**src/rtl/guard_motion.sv**
```systemverilog
// Guard sprite motion stage: steps the guard once per frame tick according to the direction
// command, pauses on turns, clamps to the arena and publishes a registered vision box.
module guard_motion #(
    parameter logic [9:0] START_X     = 10'd320,
    parameter logic [9:0] START_Y     = 10'd240,
    parameter logic [9:0] GUARD_S     = 10'd8,
    parameter logic [9:0] STEP        = 10'd1,
    parameter logic [9:0] X_MIN       = 10'd0,
    parameter logic [9:0] X_MAX       = 10'd639,
    parameter logic [9:0] Y_MIN       = 10'd0,
    parameter logic [9:0] Y_MAX       = 10'd479,
    parameter logic [9:0] VIS_LEN     = 10'd64,
    parameter logic [3:0] TURN_FRAMES = 4'd4
) (
    input  logic       Clk,
    input  logic       Reset_n,
    input  logic       frame_clk,
    input  logic       enable,
    input  logic [2:0] direction_guard,
    output logic [9:0] GuardX,
    output logic [9:0] GuardY,
    output logic [9:0] GuardS,
    output logic [9:0] GuardSY,
    output logic [9:0] vision_startX,
    output logic [9:0] vision_startY,
    output logic [9:0] vision_endX,
    output logic [9:0] vision_endY,
    output logic [2:0] facing,
    output logic       hit_wall
);
    localparam logic [2:0] DIR_UP = 3'd1, DIR_DOWN = 3'd2, DIR_LEFT = 3'd3, DIR_RIGHT = 3'd4;

    localparam logic signed [11:0] GS   = $signed({2'b00, GUARD_S});
    localparam logic signed [11:0] ST   = $signed({2'b00, STEP});
    localparam logic signed [11:0] VL   = $signed({2'b00, VIS_LEN});
    localparam logic signed [11:0] XA_LO = $signed({2'b00, X_MIN});
    localparam logic signed [11:0] XA_HI = $signed({2'b00, X_MAX});
    localparam logic signed [11:0] YA_LO = $signed({2'b00, Y_MIN});
    localparam logic signed [11:0] YA_HI = $signed({2'b00, Y_MAX});
    localparam logic signed [11:0] X_LO = XA_LO + GS;
    localparam logic signed [11:0] X_HI = XA_HI - GS;
    localparam logic signed [11:0] Y_LO = YA_LO + GS;
    localparam logic signed [11:0] Y_HI = YA_HI - GS;

    // Reset vision box: START position facing down.
    localparam logic [9:0] RST_VSX = START_X - GUARD_S;
    localparam logic [9:0] RST_VEX = START_X + GUARD_S;
    localparam logic [9:0] RST_VSY = START_Y + GUARD_S;
    localparam logic [9:0] RST_VEY = START_Y + GUARD_S + VIS_LEN;

    typedef enum logic [1:0] {S_IDLE, S_MOVE, S_TURN} state_t;

    function automatic logic [9:0] clamp(input logic signed [11:0] v,
                                         input logic signed [11:0] lo,
                                         input logic signed [11:0] hi);
        logic signed [11:0] r;
        r = (v < lo) ? lo : ((v > hi) ? hi : v);
        return r[9:0];
    endfunction

    logic       sync1_q, sync2_q, sync3_q;
    logic       tick;
    state_t     state_q, state_d;
    logic [9:0] x_q, x_d, y_q, y_d;
    logic [2:0] facing_q, facing_d;
    logic [3:0] cnt_q, cnt_d;
    logic       hit_q, hit_d;
    logic [9:0] vsx_q, vsx_d, vsy_q, vsy_d, vex_q, vex_d, vey_q, vey_d;
    logic       dir_valid, do_step;
    logic signed [11:0] nx, ny;

    assign tick      = sync2_q & ~sync3_q;
    assign dir_valid = (direction_guard >= DIR_UP) && (direction_guard <= DIR_RIGHT);

    always_comb begin
        // NOTE: every output of this block gets a default first so no latch is inferred.
        state_d  = state_q;
        x_d      = x_q;
        y_d      = y_q;
        facing_d = facing_q;
        cnt_d    = cnt_q;
        hit_d    = 1'b0;
        do_step  = 1'b0;
        nx       = $signed({2'b00, x_q});
        ny       = $signed({2'b00, y_q});

        if (tick && enable) begin
            case (state_q)
                S_TURN: begin
                    if (cnt_q != 4'd0) begin
                        cnt_d = cnt_q - 4'd1;
                    end else if (!dir_valid) begin
                        state_d = S_IDLE;
                    end else if (direction_guard == facing_q) begin
                        // Turn pause is TURN_FRAMES ticks; the release tick already moves.
                        state_d = S_MOVE;
                        do_step = 1'b1;
                    end else begin
                        facing_d = direction_guard;
                        cnt_d    = TURN_FRAMES - 4'd1;
                    end
                end
                default: begin
                    if (!dir_valid) begin
                        state_d = S_IDLE;
                    end else if (direction_guard == facing_q) begin
                        state_d = S_MOVE;
                        do_step = 1'b1;
                    end else begin
                        state_d  = S_TURN;
                        facing_d = direction_guard;
                        cnt_d    = TURN_FRAMES - 4'd1;
                    end
                end
            endcase
        end

        if (do_step) begin
            case (facing_q)
                DIR_UP:    ny = ny - ST;
                DIR_DOWN:  ny = ny + ST;
                DIR_LEFT:  nx = nx - ST;
                DIR_RIGHT: nx = nx + ST;
                default:   ;
            endcase
            if (nx < X_LO || nx > X_HI || ny < Y_LO || ny > Y_HI) hit_d = 1'b1;
            x_d = clamp(nx, X_LO, X_HI);
            y_d = clamp(ny, Y_LO, Y_HI);
        end
    end

    // Vision box follows the registered position/facing, so it lags them by one Clk.
    always_comb begin
        logic signed [11:0] xs, ys;
        xs = $signed({2'b00, x_q});
        ys = $signed({2'b00, y_q});
        vsx_d = clamp(xs - GS, XA_LO, XA_HI);
        vex_d = clamp(xs + GS, XA_LO, XA_HI);
        vsy_d = clamp(ys + GS, YA_LO, YA_HI);
        vey_d = clamp(ys + GS + VL, YA_LO, YA_HI);
        case (facing_q)
            DIR_UP: begin
                vsy_d = clamp(ys - GS - VL, YA_LO, YA_HI);
                vey_d = clamp(ys - GS, YA_LO, YA_HI);
            end
            DIR_LEFT: begin
                vsx_d = clamp(xs - GS - VL, XA_LO, XA_HI);
                vex_d = clamp(xs - GS, XA_LO, XA_HI);
                vsy_d = clamp(ys - GS, YA_LO, YA_HI);
                vey_d = clamp(ys + GS, YA_LO, YA_HI);
            end
            DIR_RIGHT: begin
                vsx_d = clamp(xs + GS, XA_LO, XA_HI);
                vex_d = clamp(xs + GS + VL, XA_LO, XA_HI);
                vsy_d = clamp(ys - GS, YA_LO, YA_HI);
                vey_d = clamp(ys + GS, YA_LO, YA_HI);
            end
            default: ;
        endcase
    end

    // NOTE: sequential state uses non-blocking assignments so all flops update together.
    always_ff @(posedge Clk or negedge Reset_n) begin
        if (!Reset_n) begin
            sync1_q  <= 1'b0;
            sync2_q  <= 1'b0;
            sync3_q  <= 1'b0;
            state_q  <= S_IDLE;
            x_q      <= START_X;
            y_q      <= START_Y;
            facing_q <= DIR_DOWN;
            cnt_q    <= 4'd0;
            hit_q    <= 1'b0;
            vsx_q    <= RST_VSX;
            vsy_q    <= RST_VSY;
            vex_q    <= RST_VEX;
            vey_q    <= RST_VEY;
        end else begin
            sync1_q  <= frame_clk;
            sync2_q  <= sync1_q;
            sync3_q  <= sync2_q;
            state_q  <= state_d;
            x_q      <= x_d;
            y_q      <= y_d;
            facing_q <= facing_d;
            cnt_q    <= cnt_d;
            hit_q    <= hit_d;
            vsx_q    <= vsx_d;
            vsy_q    <= vsy_d;
            vex_q    <= vex_d;
            vey_q    <= vey_d;
        end
    end

    assign GuardX        = x_q;
    assign GuardY        = y_q;
    assign GuardS        = GUARD_S;
    assign GuardSY       = GUARD_S;
    assign facing        = facing_q;
    assign hit_wall      = hit_q;
    assign vision_startX = vsx_q;
    assign vision_startY = vsy_q;
    assign vision_endX   = vex_q;
    assign vision_endY   = vey_q;
endmodule
```
**config.mk**
```make
export PLATFORM = sky130hd
export DESIGN_NAME = guard_motion
export DESIGN_NICKNAME = d
export VERILOG_FILES = /design/src/rtl/guard_motion.sv
export SDC_FILE = /design/constraint.sdc
export NUM_CORES = 1
export LEC_CHECK = 0
export ABC_AREA = 1
export BUFFER_PORTS_ARGS = -buffer_cell sky130_fd_sc_hd__buf_2
export CAP_MARGIN = 20
export CORE_MARGIN = 4
export CORE_UTILIZATION = 53
export DETAILED_ROUTE_END_ITERATION = 10
export PLACE_DENSITY = 0.86
export SYNTH_ARGS = -nofsm -noshare
export SYNTH_HDL_FRONTEND = slang
export SYNTH_SLANG_ARGS = --single-unit
```
**constraint.sdc**
```tcl
create_clock -name Clk -period 2.4 [get_ports Clk]
set_input_delay 0.48 -clock Clk [delete_from_list [all_inputs] [get_ports Clk]]
set_output_delay 0.48 -clock Clk [all_outputs]
set_load 0.01 [all_outputs]
```
==> results of run 1 <==
[Yosys cell counts (2+ instances only)]
library cell,instances
nor3_1,4
ha_1,24
nor2_4,11
o21ai_1,45
a211oi_1,3
buf_1,2
buf_4,26
inv_2,30
nand2_1,273
nand2_4,3
clkbuf_1,9
o31ai_1,2
o21ai_0,17
nand3_2,6
nor2_2,15
clkinv_1,3
nor2_1,92
nand4_1,14
nand2_2,14
buf_6,4
conb_1,2
xnor2_1,4
buf_2,6
dfstp_2,23
o211ai_1,4
or2_0,2
o21ai_2,5
nand3_1,110
o21bai_1,6
a21oi_1,15
xor2_1,12
inv_1,90
dfrtp_1,50
xor2_2,4
[cell usage in the layout (no fill, tap or decap), drive strengths merged, types with 2 or more instances in the layout]
cell type  instances
nand4             14
dfrtp             50
o31ai              2
clkbuf            10
o211ai             4
xor2              17
a21oi             16
xnor2              5
buf              111
nand3            118
nor2             120
or2                3
nand2            290
bufinv             2
o21bai             6
conb              22
clkinvlp           2
a211oi             3
inv              120
clkinv             5
dfstp             23
nor3               5
ha                24
o21ai             67
[worst max-delay path, cell delays in order (launching register included)]
cell	delay (ns)
dfstp_2	0.58
ha_4	0.15
nand2_2	0.07
inv_2	0.07
nand2_1	0.06
nand2_1	0.10
nand2_2	0.09
inv_2	0.10
ha_4	0.14
inv_1	0.04
nor2_2	0.11
nand3_1	0.11
nand3_2	0.12
nand3_2	0.10
buf_6	0.15
o21ai_1	0.11
nand3_1	0.11
[area by class of cell]
| cell class | instances | area (µm²) | area share |
|---|---|---|---|
| multi-input combinational | 720 | 3860 | 0.524 |
| sequential | 73 | 1860 | 0.253 |
| timing repair buffer | 111 | 673 | 0.0914 |
| inverter | 123 | 468 | 0.0636 |
| clock buffer | 10 | 229 | 0.0311 |
| tap | 143 | 179 | 0.0243 |
| clock inverter | 6 | 90.1 | 0.0122 |
[flip-flops by register name, indices dropped and copies added (netlist names), 2 cells and up]
register,count
GuardX,10
GuardY,10
vision_endX,10
vision_endY,10
vision_startX,10
vision_startY,10
cnt_q,4
facing,3
state_q,2
[stage by stage]
step | worst slack, ns | utilization | cell area, µm² | TNS [ns] | hold slack, ns
global placement | 0.0498 | 0.593 | 6830 | 0 | 0.335
global route | -0.0804 | 0.639 | 7360 | -0.885 | 0.253
finish | 0.0301 | 0.639 | 7360 | 0 | 0.257
CTS | 0.00871 | 0.621 | 7150 | 0 | 0.254
detailed placement | 0.0195 | 0.593 | 6830 | 0 | 0.349
floorplan | 0.110 | - | 6350 | 0 | 0.184
[metal layers]
metal | track usage | vias to the layer above
li1 | - | 3141
met1 | 0.357 | 2905
met4 | 0.0940 | 0
met2 | 0.400 | 366
met3 | 0.0468 | 47
met5 | 0 | -
[worst max path at each step]
stage | to | slack (ns)
after floorplan | vision_startY[0] | 0.11
after global placement | vision_endX[0] | 0.05
after detailed placement | vision_endY[5] | 0.02
after CTS | vision_endY[5] | 0.009
after global routing | vision_endY[6] | -0.08
final | vision_startY[0] | 0.03
[power by group]
part	leakage, nW	switching, mW	internal (mW)
sequential	0.842	0.429	1.76
combinational	2.87	5.55	2.84
clock	0.153	0.548	0.914
total	3.86	6.52	5.51
[cells by family after synthesis]
logic type,after synthesis
adders and majority gates,24
other,2
buffers and inverters,171
AOI/OAI and AO/OA,100
DFF,73
xor gates and xnor gates,22
and+or+nand+nor,550
[what timing repair did]
item,CTS,global route
endpoints found under the setup margin,2,56
gates cloned,0,3
hold endpoints to repair,0,0
pin swaps,0,6
resized for setup,2,48
hold buffers,0,0
setup buffers,0,5
==> results.py, run 1 <==
metrics = {
    "synth": {
        "synthTopCellsByArea": "dfrtp_1 (20%), nand2_1 (16%), dfstp_2 (9.6%)",
        "yosys_warnings": 0,
        "synth_xor_area_frac": 0.0397,
        "synth_edf_count": 0,
        "synth_fa_ha_area_frac": 0.0479,
        "synthCells": 942,
        "synth.distinct_cells": 46,
        "synth-async-reset-ratio": 1.00,
        "synth-seq-area-share": 0.296,
        "synth_top_area_cell": "dfrtp_1",
        "synth_top_area_share": 0.199,
        "yosys_most_used_dff": "dfrtp_1",
        "syn_avg_cell_area_um2": 6.66,
        "muxShareOfSynthArea": 0,
        "netlist_area_um2": 6270,
        "synth_top_family_by_area": "simple AND/OR/NAND/NOR gates",
        "synth_seq_cells": 73,
        "synthSimpleGateAreaFrac": 0.401,
        "synth_compound_area_frac": 0.0906,
    },
    "global_route": {
        "grt_start_max_net_pins": 74,
        "grt_pass1_vias": 5885,
        "grt_usage": 0.257,
        "grt_pass1_wl_mm": 28.0,
        "overflow": 0,
        "antenna_found_initial": 0,
    },
    "setup_path": {
        "cp-end-kind": "register",
        "crit_start": "GuardY[4]",
        "rr_worst_depth": 16,
        "cp.required_ns": 2.60,
        "critPathLaunchType": "register",
        "criticalPathCategory": "reg2reg",
        "worstPathArrival_ns": 2.57,
        "reg2reg_to": "vision_startY[0]",
        "crit_fanout": 6,
        "reg2reg_slack_ns": 0.03,
        "r2r-start": "GuardY[4]",
    },
    "route": {
        "top_layer_used": "met4",
        "wl_met2_mm": 8.08,
        "drc_errors": 0,
        "first_pass_iters": 6,
        "wl_per_cell_um": 15.1,
        "drtIter0Drc": 875,
        "viasPerCell": 5.45,
        "ant_nets": 0,
        "met3WireLength_mm": 1.78,
        "met1Wirelength_mm": 7.59,
        "vias": 6459,
        "drt-total-wl_mm": 17.9,
    },
    "timing": {
        "setup-violations-final": 0,
        "worst_slew_margin_rel": 0.372,
        "finalCriticalPeriod_ns": 2.37,
        "period_share": 0.987,
        "max_freq_ghz": 0.422,
        "fin_skew_ns": 0.00799,
        "slew_viol_final": 0,
        "hold_violations": 0,
        "worstMarginPinSlew_ns": 0.941,
    },
    "cells_and_area": {
        "antenna_cells": 0,
        "layoutNonFillerInstCount": 1186,
        "fillers": 1000,
        "area_growth_pct": 17.4,
        "fin_nets": 1069,
        "layout-drive-gt1-share": 0.265,
    },
    "clock_network": {
        "insertion_delay_ns": 0.34,
        "clkTransAtPathRegs_ns": 0.06,
        "clockRootBuffer": "clkbuf_16",
        "clockBufferDepth": 2,
        "htreeDepth": 3,
        "cts.sink_count": 73,
        "cts_tree": "done",
        "cts_buffers": 9,
    },
    "placed_design": {
        "dp.cells": 1162,
        "hpwl_mm": 12.8,
        "place.port_buffers": 70,
        "routabilityCongestion": 0.997,
    },
    "power": {
        "ir_worst_vdd_mv": 0.621,
        "p_leak_nw": 3.86,
        "p_total_mw": 12.0,
        "power.density_nw_per_um2": 1630,
    },
    "floorplan": {
        "die_w_um": 117,
        "coreArea_um2": 11500,
        "rows": 39,
        "start_util": 0.545,
        "dieArea_um2": 13600,
        "die_y_um": 117,
        "ioPinCount": 91,
    },
    "worst_hold_path": {
        "worstHoldPathCells": 1,
        "hp-start": "frame_clk",
        "min_to": "sync1_q",
        "hp-class": "in2reg",
    },
    "status": {
        "status": "completed",
    },
    "job": {
        "cap_violations": 0,
    },
}
(Power assumes the default switching activity.)
==> run 2, diff against run 1 <==
--- a/config.mk
+++ b/config.mk
@@ -9,9 +9,9 @@
 export BUFFER_PORTS_ARGS = -buffer_cell sky130_fd_sc_hd__buf_2
 export CAP_MARGIN = 20
 export CORE_MARGIN = 4
-export CORE_UTILIZATION = 53
+export CORE_UTILIZATION = 60
 export DETAILED_ROUTE_END_ITERATION = 10
-export PLACE_DENSITY = 0.86
+export PLACE_DENSITY = 0.91
 export SYNTH_ARGS = -nofsm -noshare
 export SYNTH_HDL_FRONTEND = slang
 export SYNTH_SLANG_ARGS = --single-unit
==> constraint.sdc (replaced) <==
create_clock -name Clk -period 3 [get_ports Clk]
set_input_delay 0.6 -clock Clk [delete_from_list [all_inputs] [get_ports Clk]]
set_output_delay 0.6 -clock Clk [all_outputs]
set_load 0.01 [all_outputs]
==> results.py, run 2 (same netlist as run 1, synthesis figures left out) <==
metrics = {
    "route": {
        "viasPerCell": 5.50,
        "drt-total-wl_mm": 16.2,
        "vias": 6298,
        "wl_per_cell_um": 14.1,
        "first_pass_iters": 5,
        "ant_nets": 0,
        "drtIter0Drc": 513,
        "drc_errors": 0,
    },
    "status": {
        "status": "completed",
    },
    "cells_and_area": {
        "fillers": 911,
        "mostFrequentLayoutCell": "nand2_1",
        "fin_nets": 1035,
        "layoutNonFillerInstCount": 1145,
        "fin_area_um2": 6820,
        "antenna_cells": 0,
        "fin_util": 0.667,
        "seq_area_um2": 1860,
        "layout-drive-gt1-share": 0.211,
        "multiInputGateArea_um2": 3710,
        "final_cell_mix": "nand2_1 (273), nand3_1 (110), nor2_1 (92), inv_1 (90), buf_2 (69)",
        "area_growth_pct": 8.76,
    },
    "power": {
        "switchingPower_mw": 4.90,
        "p_seq_frac": 0.210,
        "p_leak_nw": 3.65,
        "p_int_mw": 3.74,
        "power.density_nw_per_um2": 1270,
        "pwr-share-comb": 0.695,
        "clockPowerShare": 0.094,
        "switching_share": 0.567,
        "ir_worst_vdd_mv": 0.539,
    },
    "timing": {
        "tns_ns": 0,
        "worst_slew_margin_rel": 0.401,
        "hold_violations": 0,
        "fin_skew_ns": 0.0113,
        "rsz0062_at_grt": "false",
        "finalCriticalPeriod_ns": 2.69,
        "max_freq_ghz": 0.372,
        "setup-violations-final": 0,
        "worstMarginPinSlew_ns": 0.899,
        "slew_viol_final": 0,
        "period_share": 0.895,
    },
    "setup_path": {
        "cp.required_ns": 3.28,
        "criticalPathCategory": "reg2reg",
        "worstPathArrival_ns": 2.97,
        "cp-end-kind": "register",
        "critPathLaunchType": "register",
        "crit_start": "GuardY[4]",
        "crit_fanout": 11,
        "r2r-start": "GuardY[4]",
    },
    "global_route": {
        "antenna_found_initial": 0,
        "grt_pass1_vias": 5519,
        "grt_usage": 0.273,
        "grt_start_max_net_pins": 74,
        "overflow": 0,
        "grt_pass1_wl_mm": 26.4,
    },
    "clock_network": {
        "clkTransAtPathRegs_ns": 0.09,
        "cts.sink_count": 73,
        "ctsResizeCount": 0,
        "cts_buffers": 9,
        "htreeDepth": 3,
        "cts_tree": "done",
        "insertion_delay_ns": 0.37,
        "clockRootBuffer": "clkbuf_8",
        "cts_setup_buffers": 0,
        "clockBufferDepth": 2,
        "hold_buffers": 0,
    },
    "placed_design": {
        "place.port_buffers": 70,
        "hpwl_mm": 12.0,
        "routabilityCongestion": 1.00,
        "dp.cells": 1129,
        "place_area_um2": 6620,
    },
    "floorplan": {
        "die_y_um": 110,
        "dieArea_um2": 12200,
        "die_w_um": 110,
        "coreArea_um2": 10200,
        "rows": 37,
        "start_util": 0.613,
        "ioPinCount": 91,
    },
    "worst_hold_path": {
        "hp-class": "in2reg",
        "hp-start": "frame_clk",
    },
    "job": {
        "cap_violations": 0,
    },
}
[run 2: cell type report]
class,instances,area share
clock buffers,9,0.0182
flip-flops and latches,73,0.272
clock inverters,7,0.0112
multi-input cells,718,0.544
inverters,123,0.0677
well taps,136,0.0249
repair buffers,79,0.0616
[run 2: worst max-delay path, cell delays in order (launching register included)]
cell      delay, ns
dfstp_2        0.64
ha_1           0.23
nand2_2        0.09
inv_2          0.07
nand2_1        0.06
nand2_1        0.06
nand2_1        0.07
inv_2          0.07
ha_1           0.17
inv_1          0.04
nor2_1         0.14
nand3_1        0.10
nand3_2        0.10
nand3_1        0.33
nor2_1         0.24
nand2_1        0.07
o211ai_1       0.09
[run 2: path summary, 6_finish.rpt]
path                             endpoint  slack (ns)  cells after the start
max                        vision_endY[5]        0.31                     16
min                               sync1_q        0.34                      1
max reg2reg                vision_endY[5]        0.31                     16
min reg2reg                       sync2_q        0.36                      0
max in group asynchronous  vision_endY[6]        2.07                      1
min in group asynchronous  vision_endX[9]        0.37                      1
[run 2: power groups by stage]
stage / Combinational (mW) / Clock [mW] / Sequential (mW)
3_5_place_dp: 5.81 / 0 / 1.82
3_3_place_gp: 5.71 / 0 / 1.81
5_1_grt: 6.72 / 0.862 / 1.86
6_report: 6.01 / 0.816 / 1.81
4_1_cts: 5.88 / 0.821 / 1.80
2_1_floorplan: 4.57 / 0 / 1.73
[run 2: metrics by stage]
| step | power (mW) | hold slack, ns | setup slack (ns) |
|---|---|---|---|
| floorplan | 6.31 | 0.304 | 0.710 |
| global placement | 7.52 | 0.340 | 0.426 |
| detailed placement | 7.63 | 0.354 | 0.367 |
| CTS | 8.50 | 0.338 | 0.342 |
| global route | 9.44 | 0.337 | 0.120 |
| finish | 8.64 | 0.344 | 0.315 |
[run 2: per-layer routing]
layer,wire length [µm],share of wire,up-vias,global-route usage
met3,1680,0.10,46,0.0396
met1,7050,0.44,2837,0.393
met5,0,0,-,0
met4,392,0.024,0,0.106
met2,7060,0.44,343,0.415
li1,-,-,3072,-
==> run 3, diff against run 2 <==
--- a/config.mk
+++ b/config.mk
@@ -11,7 +11,7 @@
 export CORE_MARGIN = 4
 export CORE_UTILIZATION = 60
 export DETAILED_ROUTE_END_ITERATION = 10
-export PLACE_DENSITY = 0.91
+export PLACE_DENSITY = 0.82
 export SYNTH_ARGS = -nofsm -noshare
 export SYNTH_HDL_FRONTEND = slang
 export SYNTH_SLANG_ARGS = --single-unit
==> results.py, run 3 (same netlist as run 1, synthesis figures left out) <==
metrics = {
    "status": {
        "status": "completed",
    },
    "cells_and_area": {
        "area_growth_pct": 10.1,
        "antenna_cells": 0,
        "layoutNonFillerInstCount": 1150,
        "final_cell_mix": "nand2_1 (273), nand3_1 (110), nor2_1 (92), inv_1 (90), buf_2 (69)",
        "seq_area_um2": 1860,
        "multiInputGateArea_um2": 3710,
        "fin_nets": 1040,
        "mostFrequentLayoutCell": "nand2_1",
        "fillers": 943,
        "layout-drive-gt1-share": 0.214,
    },
    "route": {
        "wl_per_cell_um": 14.1,
        "drc_errors": 0,
        "vias": 6210,
        "ant_nets": 0,
        "viasPerCell": 5.40,
        "drtIter0Drc": 430,
        "drt-total-wl_mm": 16.2,
        "first_pass_iters": 7,
    },
    "clock_network": {
        "insertion_delay_ns": 0.37,
        "htreeDepth": 3,
        "ctsResizeCount": 0,
        "cts_setup_buffers": 0,
        "clkTransAtPathRegs_ns": 0.09,
        "cts_tree": "done",
        "cts_buffers": 9,
        "clockRootBuffer": "clkbuf_8",
        "hold_buffers": 0,
        "cts.sink_count": 73,
        "clockBufferDepth": 2,
    },
    "setup_path": {
        "worstPathArrival_ns": 2.96,
        "crit_chain": "ha_1, nand2_2, inv_2, nand2_1, nand2_1, nand2_1, inv_2, ha_1, inv_1, nor2_1, nand3_1, nand3_2, nand3_1, nor2_1, nand2_1, o211ai_1",
        "crit_path_top_delay_cell": "dfstp_2",
        "crit_family": "simple AND/OR/NAND/NOR gates",
        "critPathLaunchType": "register",
        "cp-end-kind": "register",
        "criticalPathCategory": "reg2reg",
        "slowest_delay_ns": 0.64,
        "cp.required_ns": 3.28,
        "path_buf_inv": 3,
        "crit_fanout": 11,
        "cp_common_cell": "nand2_1",
    },
    "timing": {
        "setup-violations-final": 0,
        "worst_slew_margin_rel": 0.395,
        "tns_ns": 0,
        "fin_skew_ns": 0.0166,
        "fin_ws_ns": 0.314,
        "rsz0062_at_grt": "false",
        "hold_violations": 0,
        "holdWs_ns": 0.347,
        "finalCriticalPeriod_ns": 2.69,
        "slew_viol_final": 0,
        "worstMarginPinSlew_ns": 0.908,
        "period_share": 0.895,
        "max_freq_ghz": 0.372,
    },
    "global_route": {
        "grt_start_max_net_pins": 74,
        "grt_pass1_vias": 5460,
        "grt_pass1_wl_mm": 27.0,
        "overflow": 0,
        "grt_usage": 0.280,
        "antenna_found_initial": 0,
    },
    "floorplan": {
        "ioPinCount": 91,
        "start_util": 0.613,
        "rows": 37,
        "die_w_um": 110,
        "die_y_um": 110,
        "coreArea_um2": 10200,
        "dieArea_um2": 12200,
    },
    "power": {
        "ir_worst_vdd_mv": 0.574,
        "switchingPower_mw": 4.87,
        "p_seq_frac": 0.205,
        "p_int_mw": 3.95,
        "power.density_nw_per_um2": 1280,
        "p_leak_nw": 3.70,
        "switching_share": 0.552,
        "p_total_mw": 8.81,
        "clockPowerShare": 0.109,
        "pwr-share-comb": 0.686,
    },
    "placed_design": {
        "routabilityCongestion": 0.963,
        "hpwl_mm": 12.2,
        "dp.cells": 1134,
        "place.port_buffers": 70,
        "pre_cts_ws_ns": 0.366,
    },
    "worst_hold_path": {
        "hp-class": "in2reg",
    },
    "job": {
        "cap_violations": 0,
    },
}
==> run 3: path summary, 6_finish.rpt <==
path                            startpoint              to  slack, ns  depth (start not counted)
min in group asynchronous          Reset_n  vision_endX[9]       0.37                          1
worst max register to register   GuardY[4]  vision_endY[5]       0.31                         16
worst max-delay path             GuardY[4]  vision_endY[5]       0.31                         16
max in group asynchronous          Reset_n       GuardY[0]       2.05                          1
worst min register to register     sync1_q         sync2_q       0.36                          0
worst min-delay path             frame_clk         sync1_q       0.35                          1
==> run 3: area by class of cell <==
class                   instances  area share
repair buffers                 84      0.0663
well taps                     136      0.0247
flip-flops and latches         73       0.269
multi-input cells             718       0.538
clock buffers                  10      0.0185
clock inverters                 6      0.0169
inverters                     123      0.0669
==> run 3: metal layers <==
layer	up-vias	share of wire	GRT usage
li1	3078	-	-
met1	2818	0.46	0.415
met2	288	0.44	0.423
met3	26	0.084	0.0373
met4	0	0.020	0.0923
met5	-	0	0
==> run 3: worst reg2reg max path, delay by kind of cell, from the launching register on <==
kind / cells / cell delay [ns]
adders and majority gates: 2 / 0.41
AOI/OAI and AO/OA: 1 / 0.09
buffers and inverters: 3 / 0.18
DFF: 1 / 0.64
and+or+nand+nor: 10 / 1.26
==> run 3: per-stage QoR <==
stage,area [µm²],utilization
5_1_grt,6900,0.675
3_3_place_gp,6660,0.651
6_report,6900,0.675
4_1_cts,6900,0.675
3_5_place_dp,6660,0.651
2_1_floorplan,6350,-
==> run 3: power groups by stage <==
stage	Clock (mW)	Sequential [mW]	Combinational, mW
after global routing	1.01	1.86	6.82
after floorplan	0	1.73	4.57
after detailed placement	0	1.82	5.90
after CTS	0.971	1.80	5.95
after global placement	0	1.80	5.85
final	0.958	1.81	6.05
